--- src/rtl/cam_capture_rx.sv ---
// cam_capture_rx: receive side of the parallel camera interface.
// All sensor inputs are oversampled in the xvclk domain through 2-FF
// synchronizers. Byte pairs are assembled into RGB565 pixels and written out
// as frame-buffer strobes with a linear address. Frame completion, geometry
// errors and a frame counter go back to control/display logic.
//
// Ports
//   xvclk       master clock, must be >= 4x cam_pclk
//   resetb      synchronous reset, active-high
//   enable      capture enable (level); low aborts the current frame
//   cam_pclk    sensor pixel clock (async)
//   cam_vsync   sensor VSYNC, high during vertical blank
//   cam_href    sensor HREF, high during active line bytes
//   cam_d       sensor data byte
//   pix_we      1-cycle pixel write strobe
//   pix_addr    line*H_PIXELS + column, held between strobes
//   pix_data    {first byte, second byte}, held between strobes
//   frame_done  1-cycle pulse at end of a captured frame
//   frame_err   geometry error, coincident with frame_done
//   capturing   high while in ACTIVE
//   frame_cnt   completed-frame counter, wraps mod 256
module cam_capture_rx #(
  parameter int H_PIXELS = 160,
  parameter int V_LINES  = 120,
  parameter int ADDR_W   = 15
) (
  input  logic              xvclk,
  input  logic              resetb,
  input  logic              enable,
  input  logic              cam_pclk,
  input  logic              cam_vsync,
  input  logic              cam_href,
  input  logic [7:0]        cam_d,
  output logic              pix_we,
  output logic [ADDR_W-1:0] pix_addr,
  output logic [15:0]       pix_data,
  output logic              frame_done,
  output logic              frame_err,
  output logic              capturing,
  output logic [7:0]        frame_cnt
);

  // Column saturates at H_PIXELS; line saturates at V_LINES+1 so that an
  // over-long frame can never wrap back to a "correct" line count.
  localparam int CW = $clog2(H_PIXELS + 1);
  localparam int LW = $clog2(V_LINES + 2);
  localparam logic [CW-1:0]     H_C   = CW'(H_PIXELS);
  localparam logic [LW-1:0]     V_C   = LW'(V_LINES);
  localparam logic [LW-1:0]     V_MAX = LW'(V_LINES + 1);
  localparam logic [ADDR_W-1:0] H_A   = ADDR_W'(H_PIXELS);

  typedef enum logic [1:0] {IDLE, WAIT_VS, WAIT_FS, ACTIVE} state_t;
  state_t state, state_n;

  // {pclk, vsync, href, d[7:0]}
  logic [10:0] sync1, sync2;
  logic        pclk_d, vsync_d, href_d;
  logic        pclk_s, vsync_s, href_s;
  logic [7:0]  byte_s;
  logic        pclk_rise, href_fall, vsync_rise, vsync_fall;

  logic [CW-1:0]     col, col_n;
  logic [LW-1:0]     line, line_n;
  logic [ADDR_W-1:0] base, base_n;
  logic              phase, phase_n;
  logic [7:0]        hi, hi_n;
  logic              err, err_n;
  logic              we_n, done_n, ferr_n;
  logic [ADDR_W-1:0] addr_n;
  logic [15:0]       data_n;
  logic [7:0]        cnt_n;
  logic              active, enter;

  assign {pclk_s, vsync_s, href_s, byte_s} = sync2;

  // Edge detectors use the synchronizer output against a one-cycle delayed
  // copy, so data/href/vsync are always taken from the same stage as the
  // pclk edge decision.
  assign pclk_rise  = pclk_s & ~pclk_d;
  assign href_fall  = href_d & ~href_s;
  assign vsync_rise = vsync_s & ~vsync_d;
  assign vsync_fall = ~vsync_s & vsync_d;

  assign capturing = (state == ACTIVE);
  assign active    = (state == ACTIVE) && enable;
  assign enter     = (state_n == ACTIVE) && (state != ACTIVE);

  always_ff @(posedge xvclk) begin
    if (resetb) begin
      sync1   <= '0;
      sync2   <= '0;
      pclk_d  <= 1'b0;
      vsync_d <= 1'b0;
      href_d  <= 1'b0;
    end else begin
      sync1   <= {cam_pclk, cam_vsync, cam_href, cam_d};
      sync2   <= sync1;
      pclk_d  <= pclk_s;
      vsync_d <= vsync_s;
      href_d  <= href_s;
    end
  end

  always_ff @(posedge xvclk) begin
    if (resetb) state <= IDLE;
    else        state <= state_n;
  end

  always_comb begin
    state_n = state;
    if (!enable) state_n = IDLE;
    else begin
      case (state)
        IDLE:    state_n = WAIT_VS;
        WAIT_VS: if (vsync_rise) state_n = WAIT_FS;
        WAIT_FS: if (vsync_fall) state_n = ACTIVE;
        ACTIVE:  if (vsync_rise) state_n = WAIT_FS;
        default: state_n = IDLE;
      endcase
    end
  end

  always_comb begin
    col_n   = col;
    line_n  = line;
    base_n  = base;
    phase_n = phase;
    hi_n    = hi;
    err_n   = err;
    we_n    = 1'b0;
    addr_n  = pix_addr;
    data_n  = pix_data;
    done_n  = 1'b0;
    ferr_n  = 1'b0;
    cnt_n   = frame_cnt;
    if (enter) begin
      col_n   = '0;
      line_n  = '0;
      base_n  = '0;
      phase_n = 1'b0;
      err_n   = 1'b0;
    end else if (active) begin
      if (href_fall) begin
        if (col != H_C || phase || line >= V_C) err_n = 1'b1;
        phase_n = 1'b0;
        col_n   = '0;
        if (line < V_C)    base_n = base + H_A;
        if (line != V_MAX) line_n = line + 1'b1;
      end else if (pclk_rise && href_s) begin
        if (!phase) begin
          hi_n    = byte_s;
          phase_n = 1'b1;
        end else begin
          phase_n = 1'b0;
          if (col < H_C && line < V_C) begin
            we_n   = 1'b1;
            addr_n = base + ADDR_W'(col);
            data_n = {hi, byte_s};
            col_n  = col + 1'b1;
          end else begin
            err_n = 1'b1;
          end
        end
      end
      // Uses the post-href-fall line/error values so a coincident line end
      // is counted before the geometry check.
      if (vsync_rise) begin
        done_n = 1'b1;
        ferr_n = err_n | (line_n != V_C);
        cnt_n  = frame_cnt + 8'd1;
      end
    end
  end

  always_ff @(posedge xvclk) begin
    if (resetb) begin
      col        <= '0;
      line       <= '0;
      base       <= '0;
      phase      <= 1'b0;
      hi         <= '0;
      err        <= 1'b0;
      pix_we     <= 1'b0;
      pix_addr   <= '0;
      pix_data   <= '0;
      frame_done <= 1'b0;
      frame_err  <= 1'b0;
      frame_cnt  <= '0;
    end else begin
      col        <= col_n;
      line       <= line_n;
      base       <= base_n;
      phase      <= phase_n;
      hi         <= hi_n;
      err        <= err_n;
      pix_we     <= we_n;
      pix_addr   <= addr_n;
      pix_data   <= data_n;
      frame_done <= done_n;
      frame_err  <= ferr_n;
      frame_cnt  <= cnt_n;
    end
  end

endmodule

--- config.mk ---
export PLATFORM = sky130hd
export DESIGN_NAME = cam_capture_rx
export DESIGN_NICKNAME = d
export VERILOG_FILES = /design/src/rtl/cam_capture_rx.sv
export SDC_FILE = /design/constraint.sdc
export NUM_CORES = 1
export LEC_CHECK = 0
export ABC_AREA = 1
export CORE_UTILIZATION = 53
export DETAILED_ROUTE_END_ITERATION = 8
export PLACE_DENSITY = 0.87
export SYNTH_ARGS = -nofsm -noshare
export SYNTH_HDL_FRONTEND = slang
export SYNTH_SLANG_ARGS = --single-unit
--- constraint.sdc ---
create_clock -name xvclk -period 5.2 [get_ports xvclk]
set_clock_uncertainty 0.2 [all_clocks]
set_input_delay 0.78 -clock xvclk [delete_from_list [all_inputs] [get_ports xvclk]]
set_output_delay 0.78 -clock xvclk [all_outputs]
set_load 0.005 [all_outputs]
# Word-level counts from Yosys, hierarchy flattened
# Index checks and enable logic that the tools add are counted.
# Widths: inputs -> output; s select.
# op_classes
order_cmp	3
bitwise	15
n_mux	24
n_addsub	5
eq_ne	8
reduce_logical	21
# ops
cell	n
$mux 8	4
$mux 7	4
$add 8x1->8 const B	2
$add 15x8->15	1
$add 15x8->15 const B	1
$ne 7x7->1 const B	2
$mux 1	12
$not 1->1	10
$lt 8x8->1 const B	1
$ne 8x8->1 const B	1
$add 7x1->7 const B	1
$ge 7x7->1 const B	1
$lt 7x7->1 const B	1
$eq 2x2->1 const B	3
$mux 2	3
$pmux 2 s3	1
$reduce_and 3->1	2
$reduce_and 6->1	1
$reduce_bool 2->1	3
$reduce_or 6->1	1
$reduce_and 5->1	1
$and 1x1->1	4
$logic_and 1x1->1	4
$reduce_and 4->1	1
9 further kinds	11
# word_totals
ff_bits	109
word_cells	94
output_inout_bits	43

# Longest topological paths before layout
# Gate-level depths: netlist of the first run.
# depth
word_depth	10
mapped_depth	12

# Worst setup path before layout of the first run
# Ideal clock, no wire load.
# synth_timing
kind	input port to flip-flop
start	in enable
end	reg frame_cnt[7]
slack_ps	3257
path_buffers	0
setup_ps	115
arrival_ps	1628
t_required_ps	4885
cell_stages	9
cell_sequence	inv_2 -> nor2_4 -> nand2_1 -> inv_1 -> nand3_1 -> nor2_1 -> nand3_1 -> nand2_1 -> nor2_1
# synth_between
elab_chain_len	5
elab_cells_between_ends	6
cone_classes	1 x eq/ne; 1 x mux; 1 x bitwise; 3 x reduce/logical
# synth_lines
element	line_no	rtl
start, declared	29	input logic enable,
$mux 2	111	if (!enable) state_n = IDLE;
$eq 2x2->1	86	assign enter = (state_n == ACTIVE) && (state != ACTIVE);
$logic_and 1x1->1	86	
$not 1->1 (no source line)	-	
$reduce_and 3->1 (no source line) (*)	-	
end signal, assigned	201	frame_cnt <= cnt_n;
end, declared	40	output logic [7:0] frame_cnt
# Every way passes the cells marked *; elsewhere a longest branch is shown, timed or not.
# A chain may end at the register's enable or synchronous reset.

# Worst setup path after layout of the first run
# layout_timing
start	in enable
end	reg col[3]
# layout_between
elab_chain_len	4
elab_cells_between_ends	6
cone_classes	1 x eq/ne; 1 x mux; 4 x reduce/logical
# layout_lines
element	line_no	rtl
$mux 2	111	
$eq 2x2->1	86	
$logic_and 1x1->1	86	
$reduce_or 2->1 (no source line)	-	
end signal, assigned	190	col <= col_n;
end, declared	62	logic [CW-1:0] col, col_n;
# Parallel ways exist; a longest one is shown, timed or not.

==> metrics.yaml, run 1 <==
route:
  via_per_inst: 5.11
  drt_iter0_drc: 334
  first_pass_iters: 5
  totalWireLength_mm: 9.23
  ant_nets: 0
  drt-wirelength-per-cell_um: 12.2
  vias: 3869
  drcViolationCount: 0
layout:
  ff_latch_area_sq_um: 2080
  post-route-util_pct: 65.6
  fill_cells: 640
  final_layout_size_suffix_gt1_share_pct: 5.04
  fin_nets: 675
  antenna_cells: 0
  stdcell_count: 757
  multiInputGateArea_sq_um: 1890
  syn2layout_area_growth_pct: 17.8
die:
  rows: 32
  die_area_sq_um: 8650
  die_w_um: 93.0
  start_util_pct: 55.7
  die_h_um: 93.0
  io_pins: 57
  core_sq_um: 7890
critical_path:
  critical_path_required_ns: 5.31
  start_kind: "input pin"
  critPathMaxStageDelay_ns: 0.53
  crit_slowest_cell: "clkdlybuf4s50_1"
  crit_chain: "clkdlybuf4s50_1 > nand2_2 > nor2_2 > nand2_2 > nor2_8 > inv_2 > nand2_1 > nand2_1 > a21oi_1"
  worstPathArrival_ns: 3.02
  cp_max_fo: 46
  cp-end-kind: "flip-flop"
  worstSetupPathType: "in2reg"
logic_synthesis:
  synthesis.nets: 626
  muxShareOfSynthArea_pct: 0
  synth_top_family_by_area: "simple AND/OR/NAND/NOR gates"
  syn_area_sq_um: 4390
  synth-compound-area-share_pct: 12.1
  ys_seq_area_share_pct: 47.4
  yosysWarnings: 0
  synthSimpleGateAreaFrac_pct: 25.6
  synthAdderAreaFrac_pct: 3.31
  synth_xor_xnor_area_share_pct: 1.99
  synth_area_leaders: "dfxtp_1, nor2_1, nand2_1, inv_1, o21ai_0"
  ys_ff_latch: 104
  synth.top_cell.area_share_pct: 47.4
  avgSynthCellArea_sq_um: 7.31
  netlist.top_cell.by_area: "dfxtp_1"
  synth_cells: 601
  synth_cell_types: 32
power:
  powerDensity_nw_per_um2: 255
  finalPower_uw: 1320
  internal-power_uw: 999
  power_switching_uw: 318
  power_frac_seq_pct: 61.4
  leakage_uw: 0.00222
  pwr-share-comb_pct: 3.0
  swShare_pct: 24.1
  power_frac_clock_pct: 35.6
  ir_drop_uv: 200
cts:
  root_buffer: "clkbuf_8"
  cts.clk_slew.worst_paths_ns: 0.11
  postCtsHoldBufs: 0
  clock-sinks: 104
  cts_buffer_depth: 2
  postCtsSetupBuffers: 0
  cts_resized: 0
  cts_tree: "done"
  clk_latency_ns: 0.38
  h-tree-depth: 3
  cts_buffers: 9
timing:
  drv_slew: 0
  fin_crit_ns: 2.91
  setup_viol: 0
  rsz0062_at_grt: "false"
  slew_headroom_pct: 49.4
  tightestPinTransition_ns: 0.757
  tns_ns: 0
  finalHoldViolations: 0
  post-route-period-util_pct: 56.0
  fmax_mhz: 344
global_routing:
  antenna_found_initial: 0
  grtUsageMet1_pct: 27.2
  overflow: 0
  met3_usage_pct: 6.42
  grt_pass1_wl_mm: 15.8
  grt_pass1_vias: 3538
  grt_max_degree: 47
  track_usage_pct: 23.1
  grt.busiest_layer: "met2"
  grtUsageMet2_pct: 39.9
placement:
  hpwl_mm: 6.51
  dp_cells: 741
  gp_congestion: 0.863
  port_buffers: 56
worst_hold_path:
  hold_path_class: "reg2reg"
run:
  drv_cap: 0
run_status:
  outcome: "completed"
-- per-layer routing --
metal | vias to the layer above | share of wire, %
met5 | - | 0
li1 | 1973 | -
met3 | 18 | 4.1
met2 | 93 | 50
met1 | 1785 | 44
met4 | 0 | 2.0
-- logic make-up after synthesis --
logic type               after synthesis
AND/OR/NAND/NOR                      267
buffers and inverters                106
flip-flops                           104
AO/OA/AOI/OAI                        103
adder cells (fa/ha/maj)               11
XOR/XNOR                              10
-- state kept, by name, indices dropped and copies added, names as in the netlist, 2 cells and up --
signal / flops
hi: 8
frame_cnt: 8
base: 10
col: 8
pix_addr: 15
line: 7
sync1: 11
state: 2
sync2: 11
pix_data: 16
-- cells in the final DEF (no fill, tap or decap) --
cell type,n
a211oi_1,2
a21oi_1,38
buf_4,2
clkbuf_8,9
clkdlybuf4s50_1,56
clkinv_2,2
clkinv_4,1
clkinvlp_4,1
dfxtp_1,104
fa_1,1
ha_1,10
inv_1,82
inv_2,4
inv_6,3
nand2_1,94
nand2_2,4
nand3_1,25
nand3b_1,1
nand4_1,6
nor2_1,121
nor2_2,3
nor2_4,1
nor2_8,1
nor3_1,4
nor3_2,1
nor3b_1,4
o211ai_1,1
o21ai_0,58
o21ai_1,1
o21ai_2,1
o21bai_1,2
or2_0,2
xnor2_1,2
xor2_1,8
-- cells in the mapped netlist (all sizes together) --
| library cell | number |
|---|---|
| nor2 | 126 |
| dfxtp | 104 |
| nand2 | 98 |
| inv | 86 |
| o21ai | 60 |
| a21oi | 38 |
| nand3 | 25 |
| clkbuf | 14 |
| ha | 10 |
| xor2 | 8 |
| buf | 6 |
| nand4 | 6 |
| nor3 | 5 |
| nor3b | 4 |
| a211oi | 2 |
| o21bai | 2 |
| or2 | 2 |
| xnor2 | 2 |
| fa | 1 |
| nand3b | 1 |
| o211ai | 1 |
-- metrics by stage --
stage	worst slack, ns	cell area (sq um)	hold slack [ns]
4_1_cts	2.32	5170	0.216
3_3_place_gp	2.07	5000	0.192
2_1_floorplan	3.26	4390	0.188
5_1_grt	2.04	5170	0.226
6_report	2.29	5170	0.212
3_5_place_dp	1.93	5000	0.202
-- worst paths after layout --
| path | from | to | slack, ns | cells past startpoint |
|---|---|---|---|---|
| hold / removal | sync1[9]$_SDFF_PP0_ | sync2[9]$_SDFF_PP0_ | 0.21 | 2 |
| hold reg to reg | sync1[9]$_SDFF_PP0_ | sync2[9]$_SDFF_PP0_ | 0.21 | 2 |
| setup / recovery | enable | col[3]$_SDFFE_PP0P_ | 2.29 | 9 |
| setup reg to reg | state[1]$_SDFF_PP0_ | col[3]$_SDFFE_PP0P_ | 2.66 | 10 |
-- critical path, delay by kind of cell --
family | cells | cell delay [ns]
AND/OR/NAND/NOR | 6 | 1.26
AO/OA/AOI/OAI | 1 | 0.14
buffers and inverters | 2 | 0.81
-- area by class of cell --
class | count | share of cell area [%]
flip-flops and latches | 104 | 40.2
inverters | 86 | 6.24
multi-input cells | 391 | 36.5
repair buffers | 58 | 11.1
clock buffers | 9 | 2.39
clock inverters | 7 | 1.02
well taps | 102 | 2.47
-- power by group through the flow --
stage / combinational [uW] / sequential [uW] / clock (uW)
2_1_floorplan: 22.9 / 826 / 0
3_3_place_gp: 37.5 / 827 / 0
3_5_place_dp: 39.3 / 827 / 0
4_1_cts: 39.5 / 809 / 475
5_1_grt: 44.2 / 810 / 508
6_report: 39.3 / 809 / 469
Power figures use the tool's default switching activity.
==> run 2, diff against run 1 <==
==> constraint.sdc (replaced) <==
create_clock -name xvclk -period 2.8 [get_ports xvclk]
set_clock_uncertainty 0.2 [all_clocks]
set_input_delay 0.42 -clock xvclk [delete_from_list [all_inputs] [get_ports xvclk]]
set_output_delay 0.42 -clock xvclk [all_outputs]
set_load 0.005 [all_outputs]
==> run 2 against run 1 <==
Effect of this change: core utilization up 0.54 points; critical endpoint is now pix_addr[13]$_SDFFE_PP0P_; total power increased by 85%; sequential share of layout area is 0.33 points lower; register-to-register slack lost 1.9 ns; non-clock buffer count increased by 5; final area up 0.82%; worst setup slack lost 1.6 ns; combinational power increased by 91%; global-route usage is 1.1 points lower; first-iteration DRC count down 28%; critical path depth unchanged.
==> metrics.yaml, run 2 (synthesis results as in run 1) <==
layout:
  final_cell_mix: "nor2_1, dfxtp_1, nand2_1, inv_1, o21ai_0"
  fin_nets: 680
  antenna_cells: 0
  final_common_cell: "nor2_1"
  final_layout_size_suffix_gt1_share_pct: 5.61
  syn2layout_area_growth_pct: 18.8
  top_regs: "pix_data: 16 flops, pix_addr: 15 flops"
  fill_cells: 638
  top_register: "pix_data"
  stdcell_count: 762
  largest_reg_flops: 16
critical_path:
  cp_top_family: "buffers and inverters"
  crit_slowest_cell: "clkdlybuf4s50_1"
  reg2reg_from: "state[1]$_SDFF_PP0_"
  r2r_slack_ns: 0.73
  cp-end-kind: "flip-flop"
  startpoint: "enable"
  reg2reg_depth: 10
  critical_path_required_ns: 2.87
  worstPathArrival_ns: 2.18
  worstSetupPathType: "in2reg"
  crit_chain: "clkdlybuf4s50_1 > nand2_2 > nor2_2 > nand2_2 > nor2_8 > buf_4 > nand2_1 > o21ai_0 > inv_1"
  start_kind: "input pin"
  r2r_end: "pix_addr[13]$_SDFFE_PP0P_"
  cpMostUsedCell: "nand2_2"
  critPathMaxStageDelay_ns: 0.53
  cp_num_cells: 9
  cp_max_fo: 20
  critical_path_buf_inv_count: 3
  endpoint: "pix_addr[13]$_SDFFE_PP0P_"
cts:
  postCtsHoldBufs: 0
  cts_buffer_depth: 2
  cts_resized: 0
  clock-sinks: 104
  cts.clk_slew.worst_paths_ns: 0.10
  h-tree-depth: 3
  cts_buffers: 9
  clk_latency_ns: 0.36
  root_buffer: "clkbuf_8"
  cts_tree: "done"
  postCtsSetupBuffers: 0
placement:
  gp_congestion: 0.837
  hpwl_mm: 6.59
  port_buffers: 56
  dp_cells: 746
die:
  io_pins: 57
  rows: 32
  die_h_um: 93.0
  die_w_um: 93.0
  die_area_sq_um: 8650
  core_sq_um: 7890
  start_util_pct: 55.7
worst_hold_path:
  hold_path_class: "reg2reg"
  hold_start: "sync1[6]$_SDFF_PP0_"
timing:
  timing.hold.ws_ns: 0.207
  fmax_mhz: 473
  fin_crit_ns: 2.11
  rsz0062_at_grt: "false"
  setup_viol: 0
  tns_ns: 0
  drv_slew: 0
  post-route-period-util_pct: 75.5
  finalHoldViolations: 0
  tightestPinTransition_ns: 0.499
  slew_headroom_pct: 66.6
route:
  drt-wirelength-per-cell_um: 12.0
  drt_iter0_drc: 242
  first_pass_iters: 4
  drcViolationCount: 0
  ant_nets: 0
  vias: 3857
  via_per_inst: 5.06
  totalWireLength_mm: 9.15
power:
  internal-power_uw: 1880
  ir_drop_uv: 302
  power_switching_uw: 560
  powerDensity_nw_per_um2: 468
  swShare_pct: 23.0
  finalPower_uw: 2440
  pwr-share-comb_pct: 3.1
  power_frac_clock_pct: 35.4
  power_frac_seq_pct: 61.5
  leakage_uw: 0.00224
global_routing:
  track_usage_pct: 22.0
  grt_pass1_vias: 3597
  overflow: 0
  grt_max_degree: 47
  grt_pass1_wl_mm: 15.3
  antenna_found_initial: 0
run:
  drv_cap: 0
run_status:
  outcome: "completed"
==> run 2: stage by stage <==
| step | utilization [%] | worst slack, ns | area, sq um |
|---|---|---|---|
| after floorplan | - | 1.03 | 4390 |
| after global placement | 63.8 | 0.389 | 5030 |
| after detailed placement | 63.8 | 0.332 | 5030 |
| after CTS | 66.1 | 0.709 | 5220 |
| after global routing | 66.1 | 0.600 | 5220 |
| final | 66.1 | 0.687 | 5220 |
==> run 2: worst reg2reg max path, delay by kind of cell (launching register included) <==
family / cells / cell delay, ns
flops: 1 / 0.41
compound gates: 1 / 0.15
simple gates: 6 / 0.84
buf+inv: 3 / 0.38
==> run 2: worst min path at each step <==
| stage | cells after the start | to |
|---|---|---|
| 2_1_floorplan | 2 | sync2[0]$_SDFF_PP0_ |
| 3_3_place_gp | 2 | sync2[9]$_SDFF_PP0_ |
| 3_5_place_dp | 2 | sync2[3]$_SDFF_PP0_ |
| 4_1_cts | 2 | sync2[5]$_SDFF_PP0_ |
| 5_1_grt | 2 | sync2[1]$_SDFF_PP0_ |
| 6_report | 2 | sync2[6]$_SDFF_PP0_ |
==> run 2: cell type report <==
| cell class | instances | area, sq um | area share (%) |
|---|---|---|---|
| sequential | 104 | 2080 | 39.9 |
| multi-input combinational | 391 | 1890 | 36.2 |
| timing repair buffer | 63 | 613 | 11.8 |
| inverter | 86 | 323 | 6.19 |
| clock buffer | 11 | 141 | 2.71 |
| tap | 102 | 128 | 2.45 |
| clock inverter | 5 | 40.0 | 0.768 |
==> run 2: routing by layer <==
| layer | GRT usage [%] | part of all wire [%] |
|---|---|---|
| met3 | 5.12 | 4.2 |
| met2 | 40.3 | 50 |
| met4 | 7.44 | 1.5 |
| met1 | 25.0 | 45 |
| met5 | 0 | 0 |
==> run 2: power by group through the flow <==
| stage | registers, uW | clock network [uW] | logic, uW |
|---|---|---|---|
| after floorplan | 1530 | 0 | 42.6 |
| after global placement | 1540 | 0 | 72.7 |
| after detailed placement | 1540 | 0 | 74.9 |
| after CTS | 1500 | 876 | 75.1 |
| after global routing | 1500 | 940 | 84.2 |
| final | 1500 | 863 | 75.2 |
==> run 3, diff against run 2 <==
--- a/config.mk
+++ b/config.mk
@@ -6,9 +6,9 @@
 export NUM_CORES = 1
 export LEC_CHECK = 0
 export ABC_AREA = 1
-export CORE_UTILIZATION = 53
+export CORE_UTILIZATION = 49
 export DETAILED_ROUTE_END_ITERATION = 8
-export PLACE_DENSITY = 0.87
+export PLACE_DENSITY = 0.85
 export SYNTH_ARGS = -nofsm -noshare
 export SYNTH_HDL_FRONTEND = slang
 export SYNTH_SLANG_ARGS = --single-unit
==> constraint.sdc (replaced) <==
create_clock -name xvclk -period 1.8 [get_ports xvclk]
set_clock_uncertainty 0.2 [all_clocks]
set_input_delay 0.27 -clock xvclk [delete_from_list [all_inputs] [get_ports xvclk]]
set_output_delay 0.27 -clock xvclk [all_outputs]
set_load 0.005 [all_outputs]
==> run 3 against run 2 <==
Effect of this change: via count increased by 7.5%; first-iteration DRC count increased by 18%; die area increased by 8.0%; register-to-register slack got worse by 0.66 ns; critical path depth decreased by 8; core utilization decreased by 0.48 points; total power increased by 70%; hold slack got worse by 0.024 ns; final area increased by 9.2%; routed wire length increased by 15%; global-route usage increased by 0.33 points; critical path type is now reg2out.
==> metrics.yaml, run 3 (synthesis results as in run 1) <==
layout:
  syn2layout_area_growth_pct: 29.8
  antenna_cells: 0
  top_register: "pix_data"
  final_layout_size_suffix_gt1_share_pct: 15.1
  final_common_cell: "nor2_1"
  final_cell_mix: "nor2_1, nand2_1, dfxtp_1, inv_1"
  top_regs: "pix_data: 16 flops, pix_addr: 15 flops"
  fin_nets: 711
  stdcell_count: 799
  largest_reg_flops: 16
timing:
  slew_headroom_pct: 80.0
  fin_crit_ns: 1.76
  finalHoldViolations: 0
  tns_ns: 0
  setup_viol: 0
  timing.hold.ws_ns: 0.183
  layout_setup_ws_ns: 0.0374
  drv_slew: 0
  tightestPinTransition_ns: 0.298
  fmax_mhz: 567
  post-route-period-util_pct: 97.9
critical_path:
  worstPathArrival_ns: 1.29
  worstSetupPathType: "reg2out"
  critical_path_buf_inv_count: 1
  start_kind: "flip-flop"
  crit_chain: "clkdlybuf4s50_1"
  cp-end-kind: "output port"
  crit_slowest_cell: "clkdlybuf4s50_1"
  critical_path_required_ns: 1.33
  cp_max_fo: 3
  cp_top_family: "buffers and inverters"
  critPathMaxStageDelay_ns: 0.53
placement:
  hpwl_mm: 7.06
  port_buffers: 56
  dp_cells: 775
  post-place-ws_ns: -0.311
  gp_congestion: 0.881
run_status:
  outcome: "completed"
route:
  totalWireLength_mm: 10.5
  vias: 4146
  ant_nets: 0
  via_per_inst: 5.19
  first_pass_iters: 5
  drt-wirelength-per-cell_um: 13.1
  drcViolationCount: 0
  drt_iter0_drc: 285
power:
  powerDensity_nw_per_um2: 729
  leakage_uw: 0.00246
  ir_drop_uv: 520
  finalPower_uw: 4150
cts:
  cts_buffer_depth: 2
  clock-sinks: 104
  root_buffer: "clkbuf_8"
  cts_buffers: 9
  clk_latency_ns: 0.39
  cts.clk_slew.worst_paths_ns: 0.11
  cts_tree: "done"
  h-tree-depth: 3
  postCtsHoldBufs: 0
run:
  drv_cap: 0
die:
  start_util_pct: 50.6
  rows: 34
  io_pins: 57
  die_w_um: 96.7
  die_area_sq_um: 9340
  core_sq_um: 8680
  die_h_um: 96.7
global_routing:
  antenna_found_initial: 0
  grt_max_degree: 47
  grt_pass1_vias: 3986
  overflow: 0
  track_usage_pct: 22.3
  grt_pass1_wl_mm: 17.2
worst_hold_path:
  hold_path_class: "in2reg"
[run 3: cell types whose count changed in the layout (fill, tap and decap cells not counted), sizes merged]
cell	change
dlygate4sd2	+1
clkbuf	-2
clkinv	+2
inv	+1
bufinv	+2
clkdlybuf4s50	-1
buf	+31
clkinvlp	-3
[run 3: power by group]
| group | switching (uW) | internal (uW) | total (uW) |
|---|---|---|---|
| Clock | 866 | 817 | 1680 |
| Sequential | 12.0 | 2320 | 2330 |
| Combinational | 73.7 | 61.9 | 136 |
| Total | 951 | 3200 | 4150 |
[run 3: final timing paths]
kind,end,from,cells past startpoint,slack [ns]
setup / recovery,frame_cnt[0],frame_cnt[0]$_SDFFE_PP0P_,1,0.04
hold / removal,sync1[8]$_SDFF_PP0_,cam_href,3,0.18
setup reg to reg,pix_data[2]$_SDFFE_PP0P_,state[1]$_SDFF_PP0_,10,0.07
hold reg to reg,sync2[3]$_SDFF_PP0_,sync1[3]$_SDFF_PP0_,2,0.20
[run 3: repair_timing]
item,CTS,global route
pin swaps,0,13
setup endpoints to repair,15,53
setup buffers,2,6
gates resized for setup,7,43
[run 3: cell type report]
cell class              instances  area, sq um
clock buffers                   9          124
clock inverters                 7          111
fillers                       683         2980
inverters                      86          323
multi-input cells             391         2000
flip-flops and latches        104         2110
well taps                     108          135
repair buffers                 94          898
[run 3: per-layer routing]
layer | vias to the layer above | part of all wire, % | track usage, %
met5 | - | 0 | 0
met4 | 0 | 3.5 | 10.4
met3 | 40 | 5.0 | 4.41
met2 | 155 | 51 | 40.6
met1 | 1908 | 41 | 24.9
li1 | 2043 | - | -
[run 3: metrics by stage]
stage | util (%) | instance area, sq um
floorplan | - | 4390
global route | 65.7 | 5700
finish | 65.7 | 5700
detailed placement | 60.7 | 5270
global placement | 60.7 | 5270
CTS | 63.7 | 5530
==> RTL change: new RTL, settings of run 2 <==
Register the inputs `enable`, `cam_vsync`, `cam_href` and `cam_d` before use, without a reset. The logic sees them one clock later.
--- a/src/rtl/cam_capture_rx.sv
+++ b/src/rtl/cam_capture_rx.sv
@@ -50,6 +50,19 @@
   localparam logic [ADDR_W-1:0] H_A   = ADDR_W'(H_PIXELS);
 
   typedef enum logic [1:0] {IDLE, WAIT_VS, WAIT_FS, ACTIVE} state_t;
+
+  logic enable_q;
+  logic cam_vsync_q;
+  logic cam_href_q;
+  logic [7:0] cam_d_q;
+
+  always_ff @(posedge xvclk) begin
+    enable_q    <= enable;
+    cam_vsync_q <= cam_vsync;
+    cam_href_q  <= cam_href;
+    cam_d_q     <= cam_d;
+  end
+
   state_t state, state_n;
 
   // {pclk, vsync, href, d[7:0]}
@@ -82,7 +95,7 @@
   assign vsync_fall = ~vsync_s & vsync_d;
 
   assign capturing = (state == ACTIVE);
-  assign active    = (state == ACTIVE) && enable;
+  assign active    = (state == ACTIVE) && enable_q;
   assign enter     = (state_n == ACTIVE) && (state != ACTIVE);
 
   always_ff @(posedge xvclk) begin
@@ -93,7 +106,7 @@
       vsync_d <= 1'b0;
       href_d  <= 1'b0;
     end else begin
-      sync1   <= {cam_pclk, cam_vsync, cam_href, cam_d};
+      sync1   <= {cam_pclk, cam_vsync_q, cam_href_q, cam_d_q};
       sync2   <= sync1;
       pclk_d  <= pclk_s;
       vsync_d <= vsync_s;
@@ -108,7 +121,7 @@
 
   always_comb begin
     state_n = state;
-    if (!enable) state_n = IDLE;
+    if (!enable_q) state_n = IDLE;
     else begin
       case (state)
         IDLE:    state_n = WAIT_VS;
Check against the original RTL: not equivalent (a bounded check fails within 10 cycles, from zero or initial values and one cycle with resetb high).
==> RTL change against run 2 <==
Die area is 4.7% higher. Design area rose by 13%. Hold slack worse by 0.075 ns. Routed wire length increased by 17%. Maximum frequency fell by 7.5%. Sequential power up 11%. Total power increased by 66%. Sequential cell count up 11. Clock power rose to 2.7 times the old value. Area after synthesis rose by 4.8%. Worst setup slack got worse by 0.17 ns. Global-route usage is 3.6 points higher. Sequential share of layout area shrank 0.70 points.
==> RTL change: results (changes against run 2) <==
| Metric | Value |
|---|---|
| Worst-Margin Slew | `0.5312 ns (+0.03198 ns)` |
| Clock buffer count | `17 (+6)` |
| Worst hold slack | `0.1320 ns (-0.07498 ns)` |
| Synth cell types | `31 (-3.1%)` |
| Status | `finished, final reports clean` |
| Register area share after synthesis | `50.04% (+2.6 points)` |
| Via count | `4100 (+6.3%)` |
| Starting DRT DRC Count | `175 (-28%)` |
| Sequential cell area | `2302 µm² (+11%)` |
| Synthesized instance count | `604 (+0.50%)` |
| Largest cells by area after synthesis | `dfxtp_1, nor2_1, nand2_1` |
| Maximum fanout along the worst path | `5 (-75%)` |
| GR Layer Usage met2 | `44.94% (+4.7 points)` |
| Met3 usage | `6.699% (+1.6 points)` |
| Layout Cells excl Fill | `785 (+3.0%)` |
| Largest net degree at the start of global routing | `48 (+2.1%)` |
| Met1 GRT Util | `28.78% (+3.8 points)` |
| #MultiIn Comb | `384 (-1.8%)` |
| Hold crit path type | `in2reg` |
| GRT Total Usage | `25.59% (+3.6 points)` |
| First-pass GRT wire length | `17680 µm (+16%)` |
| Inst Count DP | `753 (+0.94%)` |
| Data arrival, critical path | `1.66 ns (-0.52 ns)` |
| Compound-gate portion of the synthesized area | `11.53% (-0.58 points)` |
| Leakage | `2.555 nW (+14%)` |
| Pre-CTS WS | `0.7328 ns (+0.4011 ns)` |
| Synth top area share | `50.04% (+2.6 points)` |
| Routed met3 length | `636 µm (+64%)` |
| Multi-input gate share of total cell area | `31.95% (-4.3 points)` |
| Seq cells | `115 (+11%)` |
| Signal buf overhead | `10.19% (-1.6 points)` |
| Dpl cell area | `5238 µm² (+4.0%)` |
| Fill cell total of the finished layout | `605 (-5.2%)` |
| Bufs w/o clock | `61 (-3.2%)` |
| Synth Area in Adders | `3.155% (-0.15 points)` |
| Syn_nets | `629 (+0.48%)` |
| Number of logic inverters in the finished layout | `88 (+2.3%)` |
| Layout cells sized above 1 | `7.941% (+2.3 points)` |
-- RTL change: changes by cell type in the layout (fill, tap and decap cells not counted), sizes merged, moves of 3 or more --
cell,change
nand2,-5
nor2,-6
clkinv,+3
clkbuf,+6
inv,+6
dfxtp,+11
bufinv,+4
nand3,+3
-- RTL change: cell families after synthesis --
kind of cell	Yosys count
AO/OA/AOI/OAI	104
XOR/XNOR	11
adder cells (fa/ha/maj)	11
buffers and inverters	105
flip-flops	115
AND/OR/NAND/NOR	258
-- RTL change: path summary, 6_finish.rpt --
| check | cells after the start | end | start |
|---|---|---|---|
| worst max-delay path | 3 | capturing | state[1] |
| worst min-delay path | 1 | cam_d_q[3] | cam_d[3] |
| worst max register to register | 8 | col[2] | state[1] |
| worst min register to register | 2 | sync1[0] | cam_d_q[0] |
-- RTL change: power by group --
group	switching, W	total, W	internal (W)
combinational	0.0000443	0.0000752	0.0000309
sequential	0.0000111	0.00167	0.00166
clock	0.000836	0.00231	0.00147
